--- config.mk ---
export PLATFORM = sky130hd
export DESIGN_NAME = serial_adder
export DESIGN_NICKNAME = d
export VERILOG_FILES = /design/src/rtl/serial_adder_pkg.sv /design/src/rtl/full_adder.sv /design/src/rtl/serial_adder.sv
export SDC_FILE = /design/constraint.sdc
export NUM_CORES = 1
export LEC_CHECK = 0
export ABC_CLOCK_PERIOD_IN_PS = 1400
export CORE_MARGIN = 5
export CORE_UTILIZATION = 45
export CTS_BUF_LIST = sky130_fd_sc_hd__clkbuf_8
export DETAILED_ROUTE_END_ITERATION = 10
export PLACE_DENSITY = 0.7
export SYNTH_ARGS = -nofsm -noshare
export SYNTH_HDL_FRONTEND = slang
export SYNTH_SLANG_ARGS = --single-unit
--- constraint.sdc ---
create_clock -name clk -period 1.4 [get_ports clk]
set_input_delay 0.28 -clock clk [delete_from_list [all_inputs] [get_ports clk]]
set_output_delay 0.28 -clock clk [all_outputs]
set_load 0.05 [all_outputs]
--- src/rtl/serial_adder_pkg.sv ---
// rtl/serial_adder_pkg.sv - shared state encoding and defaults for the bit-serial adder
package serial_adder_pkg;

    localparam int SA_DEFAULT_WIDTH = 8;

    typedef enum logic [1:0] {
        IDLE  = 2'd0,
        SHIFT = 2'd1,
        DONE  = 2'd2
    } sa_state_t;

endpackage

--- src/rtl/full_adder.sv ---
// rtl/full_adder.sv - one-bit combinational full adder
module full_adder (
    input  logic a,
    input  logic b,
    input  logic carry_in,
    output logic sum,
    output logic carry_out
);

    assign sum       = a ^ b ^ carry_in;
    assign carry_out = (a & b) | (carry_in & (a ^ b));

endmodule

--- src/rtl/serial_adder.sv ---
// rtl/serial_adder.sv - LSB-first bit-serial adder around one full_adder with a registered carry
module serial_adder
    import serial_adder_pkg::*;
#(
    parameter int WIDTH = SA_DEFAULT_WIDTH
) (
    input  logic             clk,
    input  logic             rst_n,
    input  logic             in_valid,
    output logic             in_ready,
    input  logic [WIDTH-1:0] a,
    input  logic [WIDTH-1:0] b,
    input  logic             carry_in,
    output logic             out_valid,
    input  logic             out_ready,
    output logic [WIDTH-1:0] sum,
    output logic             carry_out
);

    localparam int CNT_W = (WIDTH > 1) ? $clog2(WIDTH) : 1;
    localparam logic [CNT_W-1:0] CNT_LAST = CNT_W'(WIDTH - 1);

    sa_state_t        state;
    sa_state_t        state_next;
    logic [WIDTH-1:0] a_sr;
    logic [WIDTH-1:0] b_sr;
    logic [WIDTH-1:0] sum_sr;
    logic             carry_q;
    logic [CNT_W-1:0] cnt;
    logic             fa_sum;
    logic             fa_carry_out;
    logic [WIDTH:0]   sum_shift;

    full_adder u_fa (
        .a         (a_sr[0]),
        .b         (b_sr[0]),
        .carry_in  (carry_q),
        .sum       (fa_sum),
        .carry_out (fa_carry_out)
    );

    // New sum bit enters at the MSB; written this way so WIDTH=1 needs no empty slice.
    assign sum_shift = {fa_sum, sum_sr};

    always_ff @(posedge clk or negedge rst_n) begin
        if (!rst_n) begin
            state <= IDLE;
        end else begin
            state <= state_next;
        end
    end

    always_comb begin
        state_next = state;
        in_ready   = 1'b0;
        out_valid  = 1'b0;
        case (state)
            IDLE: begin
                in_ready = 1'b1;
                if (in_valid) begin
                    state_next = SHIFT;
                end
            end
            SHIFT: begin
                if (cnt == CNT_LAST) begin
                    state_next = DONE;
                end
            end
            DONE: begin
                out_valid = 1'b1;
                if (out_ready) begin
                    state_next = IDLE;
                end
            end
            default: state_next = IDLE;
        endcase
    end

    always_ff @(posedge clk or negedge rst_n) begin
        if (!rst_n) begin
            a_sr    <= '0;
            b_sr    <= '0;
            sum_sr  <= '0;
            carry_q <= 1'b0;
            cnt     <= '0;
        end else begin
            case (state)
                IDLE: begin
                    if (in_valid) begin
                        a_sr    <= a;
                        b_sr    <= b;
                        carry_q <= carry_in;
                        cnt     <= '0;
                    end
                end
                SHIFT: begin
                    a_sr    <= a_sr >> 1;
                    b_sr    <= b_sr >> 1;
                    sum_sr  <= sum_shift[WIDTH:1];
                    carry_q <= fa_carry_out;
                    cnt     <= cnt + CNT_W'(1);
                end
                default: ;
            endcase
        end
    end

    assign sum       = sum_sr;
    assign carry_out = carry_q;

endmodule

==> flow_metrics.env <==
export IMPL_cts_path_max_buffers=2
export IMPL_diodes=0
export IMPL_drv_cap=0
export IMPL_met2WireLength_mm=1.801
export IMPL_drt_iter0_drc=36
export IMPL_seq_area_frac_synth_pct=52.04
export IMPL_rr_worst_depth=4
export IMPL_cts_tree="done"
export IMPL_r2r_start="state[1]"
export IMPL_path_class="flop to flop"
export IMPL_synth_ff_latch_count=30
export IMPL_swShare_pct=37.15
export IMPL_vdd_drop_max_mv=1.068
export IMPL_status="complete, but fails checks"
export IMPL_synth_top_area_share_pct=52.04
export IMPL_avgSynthCellArea_um2=12.88
export IMPL_drc_errors=0
export IMPL_worst_path_max_delay_cell="or4b_1"
export IMPL_cts_htree_levels=2
export IMPL_cp_arrival_ns=1.60
export IMPL_clk_pin_slew_ns=0.06
export IMPL_dr_pass1_iters=4
export IMPL_rsz0062_at_grt="true"
export IMPL_stdcell_area_mm2=0.002288
export IMPL_dpl_hpwl_mm=2.059
export IMPL_power_internal_mw=3.382
export IMPL_cp_required_ns=1.57
export IMPL_initial_core_util_pct=47.25
export IMPL_synth_most_common_cell="dfrtp_1"
export IMPL_worstSetupStartpoint="state[1]"
export IMPL_grt_total_usage_pct=14.85
export IMPL_totalWireLength_mm=3.489
export IMPL_post_route_period_util_pct=102.2
export IMPL_tightest_slew_ns=0.4012
export IMPL_slew_headroom_pct=73.25
export IMPL_layout_min_cycle_time_ns=1.431
export IMPL_cts_made_buffers=5
export IMPL_core_mm2=0.003053
export IMPL_grt_pass1_wl_mm=4.947
export IMPL_insertion_delay_ns=0.28
export IMPL_hp_class="input pin to asynchronous set/reset pin"
export IMPL_die_x_um=66.62
export IMPL_fmax_mhz=698.6
export IMPL_cp_max_fo=6
export IMPL_nNetsFinal=185
export IMPL_netlist_area_mm2=0.001443
export IMPL_synth_area_leaders="dfrtp_1 52%, o221a_2 7.8%, or4b_1 6.9%, mux2_2 5.5%, nor3b_1 3.6%"
export IMPL_synthTopCellsByCount="30 x dfrtp_1, 10 x o221a_2, 10 x or4b_1"
export IMPL_dieArea_mm2=0.004438
export IMPL_synthArstFlopShare_pct=100.0
export IMPL_placed_area_mm2=0.001986
export IMPL_ys_flop_type="dfrtp_1"
export IMPL_synth_fp_nets=136
export IMPL_setup_tns_final_ns=-0.1620
export IMPL_synth_top_area_cell="dfrtp_1"
export IMPL_slowest_delay_ns=0.48
export IMPL_gr_total_overflow=0
export IMPL_worst_clock_skew_ns=0.001958
export IMPL_path_cells="buf_6 -> clkbuf_16 -> or4b_1 -> o221a_2"
export IMPL_violations="negative setup slack"
export IMPL_final_antenna_net_count=0
export IMPL_place_congestion=0.7904
export IMPL_pwr_share_clk_pct=11.8
export IMPL_endpoint_kind="flop"
export IMPL_rows=20
export IMPL_worst_setup_path_start_kind="flop"
export IMPL_clk_root_buffer_cell="clkbuf_8"
export IMPL_fin_ws_ns=-0.03138
export IMPL_portBuffers=31
export IMPL_syn_inst=112
export IMPL_fin_util_pct=74.96
export IMPL_setup_viol=9
export IMPL_p_leak_nw=0.9969
export IMPL_cts_hold_buf=0
export IMPL_die_height_um=66.62
export IMPL_slew_viol_final=0
export IMPL_fin_total_pwr_mw=5.382
export IMPL_path_buf_inv=2
export IMPL_vias=1120
export IMPL_cpLargestDelayFamily="simple AND/OR/NAND/NOR gates"
export IMPL_pwr_share_comb_pct=57.3
export IMPL_routedWlPerCell_um=16.94
export IMPL_powerDensity_mw_per_mm2=2352
export IMPL_power_switching_mw=1.999
export IMPL_seq_power_share_pct=30.9
export IMPL_hold_violations=0
export IMPL_drt_vias_per_instance=5.437
export IMPL_antenna_found_initial=0
export IMPL_ys_types=25
export IMPL_cp_depth=4
export IMPL_wl_met3_um=126
export IMPL_pre_cts_ws_ns=-0.3445
export IMPL_top_layer="met4"
export IMPL_syn_to_final_growth_pct=58.63
export IMPL_cts_sinks=30
export IMPL_grt_max_degree=32
export IMPL_final_layout_size_suffix_gt1_share_pct=42.59
export IMPL_grt_pass1_vias=1131
export IMPL_pin_count=32
export IMPL_ys_warn_count=0
export IMPL_synth_edf_count=0
export IMPL_met1_length_mm=1.482
metrics by stage:
step                cells  hold slack [ns]
floorplan             112         -0.01559
global placement      186           0.4848
detailed placement    186           0.4987
CTS                   194           0.3551
global route          206           0.3715
finish                206           0.3598
power by group through the flow:
stage / clock network, mW / registers, mW / logic [mW]
2_1_floorplan: 0 / 1.97 / 1.17
3_3_place_gp: 0 / 1.63 / 2.58
3_5_place_dp: 0 / 1.64 / 2.64
4_1_cts: 0.649 / 1.63 / 2.65
5_1_grt: 0.695 / 1.71 / 3.25
6_report: 0.635 / 1.66 / 3.08
layout make-up:
class	count	area [um^2]
Sequential cell	30	754.5
Clock buffer	5	68.82
Timing Repair Buffer	53	679.4
Clock inverter	3	11.26
Fill cell	208	764.5
Multi-Input combinational cell	65	696.9
Inverter	6	22.52
Tap cell	44	55.05
layer usage:
layer / track usage (%) / vias to the layer above
met4: 5.330 / 0
met2: 25.50 / 24
met3: 5.902 / 9
met5: 0 / -
li1: - / 529
met1: 16.49 / 558
sequential cells by signal, indices dropped and copies added, names as in the netlist:
name / count
cnt: 3
b_sr: 8
carry_out: 1
state: 2
sum: 8
a_sr: 8
kinds of logic after synthesis:
family	after synthesis	share of synthesized area [%]
DFF	30	52.04
and+or+nand+nor	30	17.52
AOI/OAI and AO/OA	23	15.27
buffers and inverters	17	5.116
adders and majority gates	3	3.122
muxes	9	6.939
cell usage in the layout (no fill, tap or decap), types with 2 or more instances in the layout:
| cell | count |
|---|---|
| dfrtp_1 | 27 |
| clkdlybuf4s50_1 | 19 |
| buf_12 | 14 |
| buf_4 | 12 |
| inv_1 | 9 |
| nor3b_1 | 7 |
| mux2_2 | 7 |
| or4b_1 | 6 |
| o221a_2 | 6 |
| nor4b_1 | 5 |
| a211oi_1 | 5 |
| clkbuf_8 | 5 |
| or4b_4 | 4 |
| o221a_4 | 4 |
| buf_6 | 4 |
| a22o_1 | 3 |
| dfrtp_2 | 3 |
| nor4bb_1 | 2 |
| a211o_1 | 2 |
| nand2b_1 | 2 |
| ha_1 | 2 |
| clkbuf_16 | 2 |
repair_timing:
action,CTS,global route
setup buffers,0,9
endpoints found under the setup margin,19,2
cloned,0,3
resized for setup,2,20
pin swaps,0,10
path summary, 6_finish.rpt:
kind	end	slack, ns
worst max-delay path	a_sr[3]	-0.03
min in group clk	cnt[0]	0.50
worst max register to register	a_sr[3]	-0.03
worst min register to register	cnt[0]	0.50
worst min-delay path	a_sr[0]	0.36
max in group asynchronous	state[1]	0.86
No activity file was read; power rests on OpenSTA's default activity.
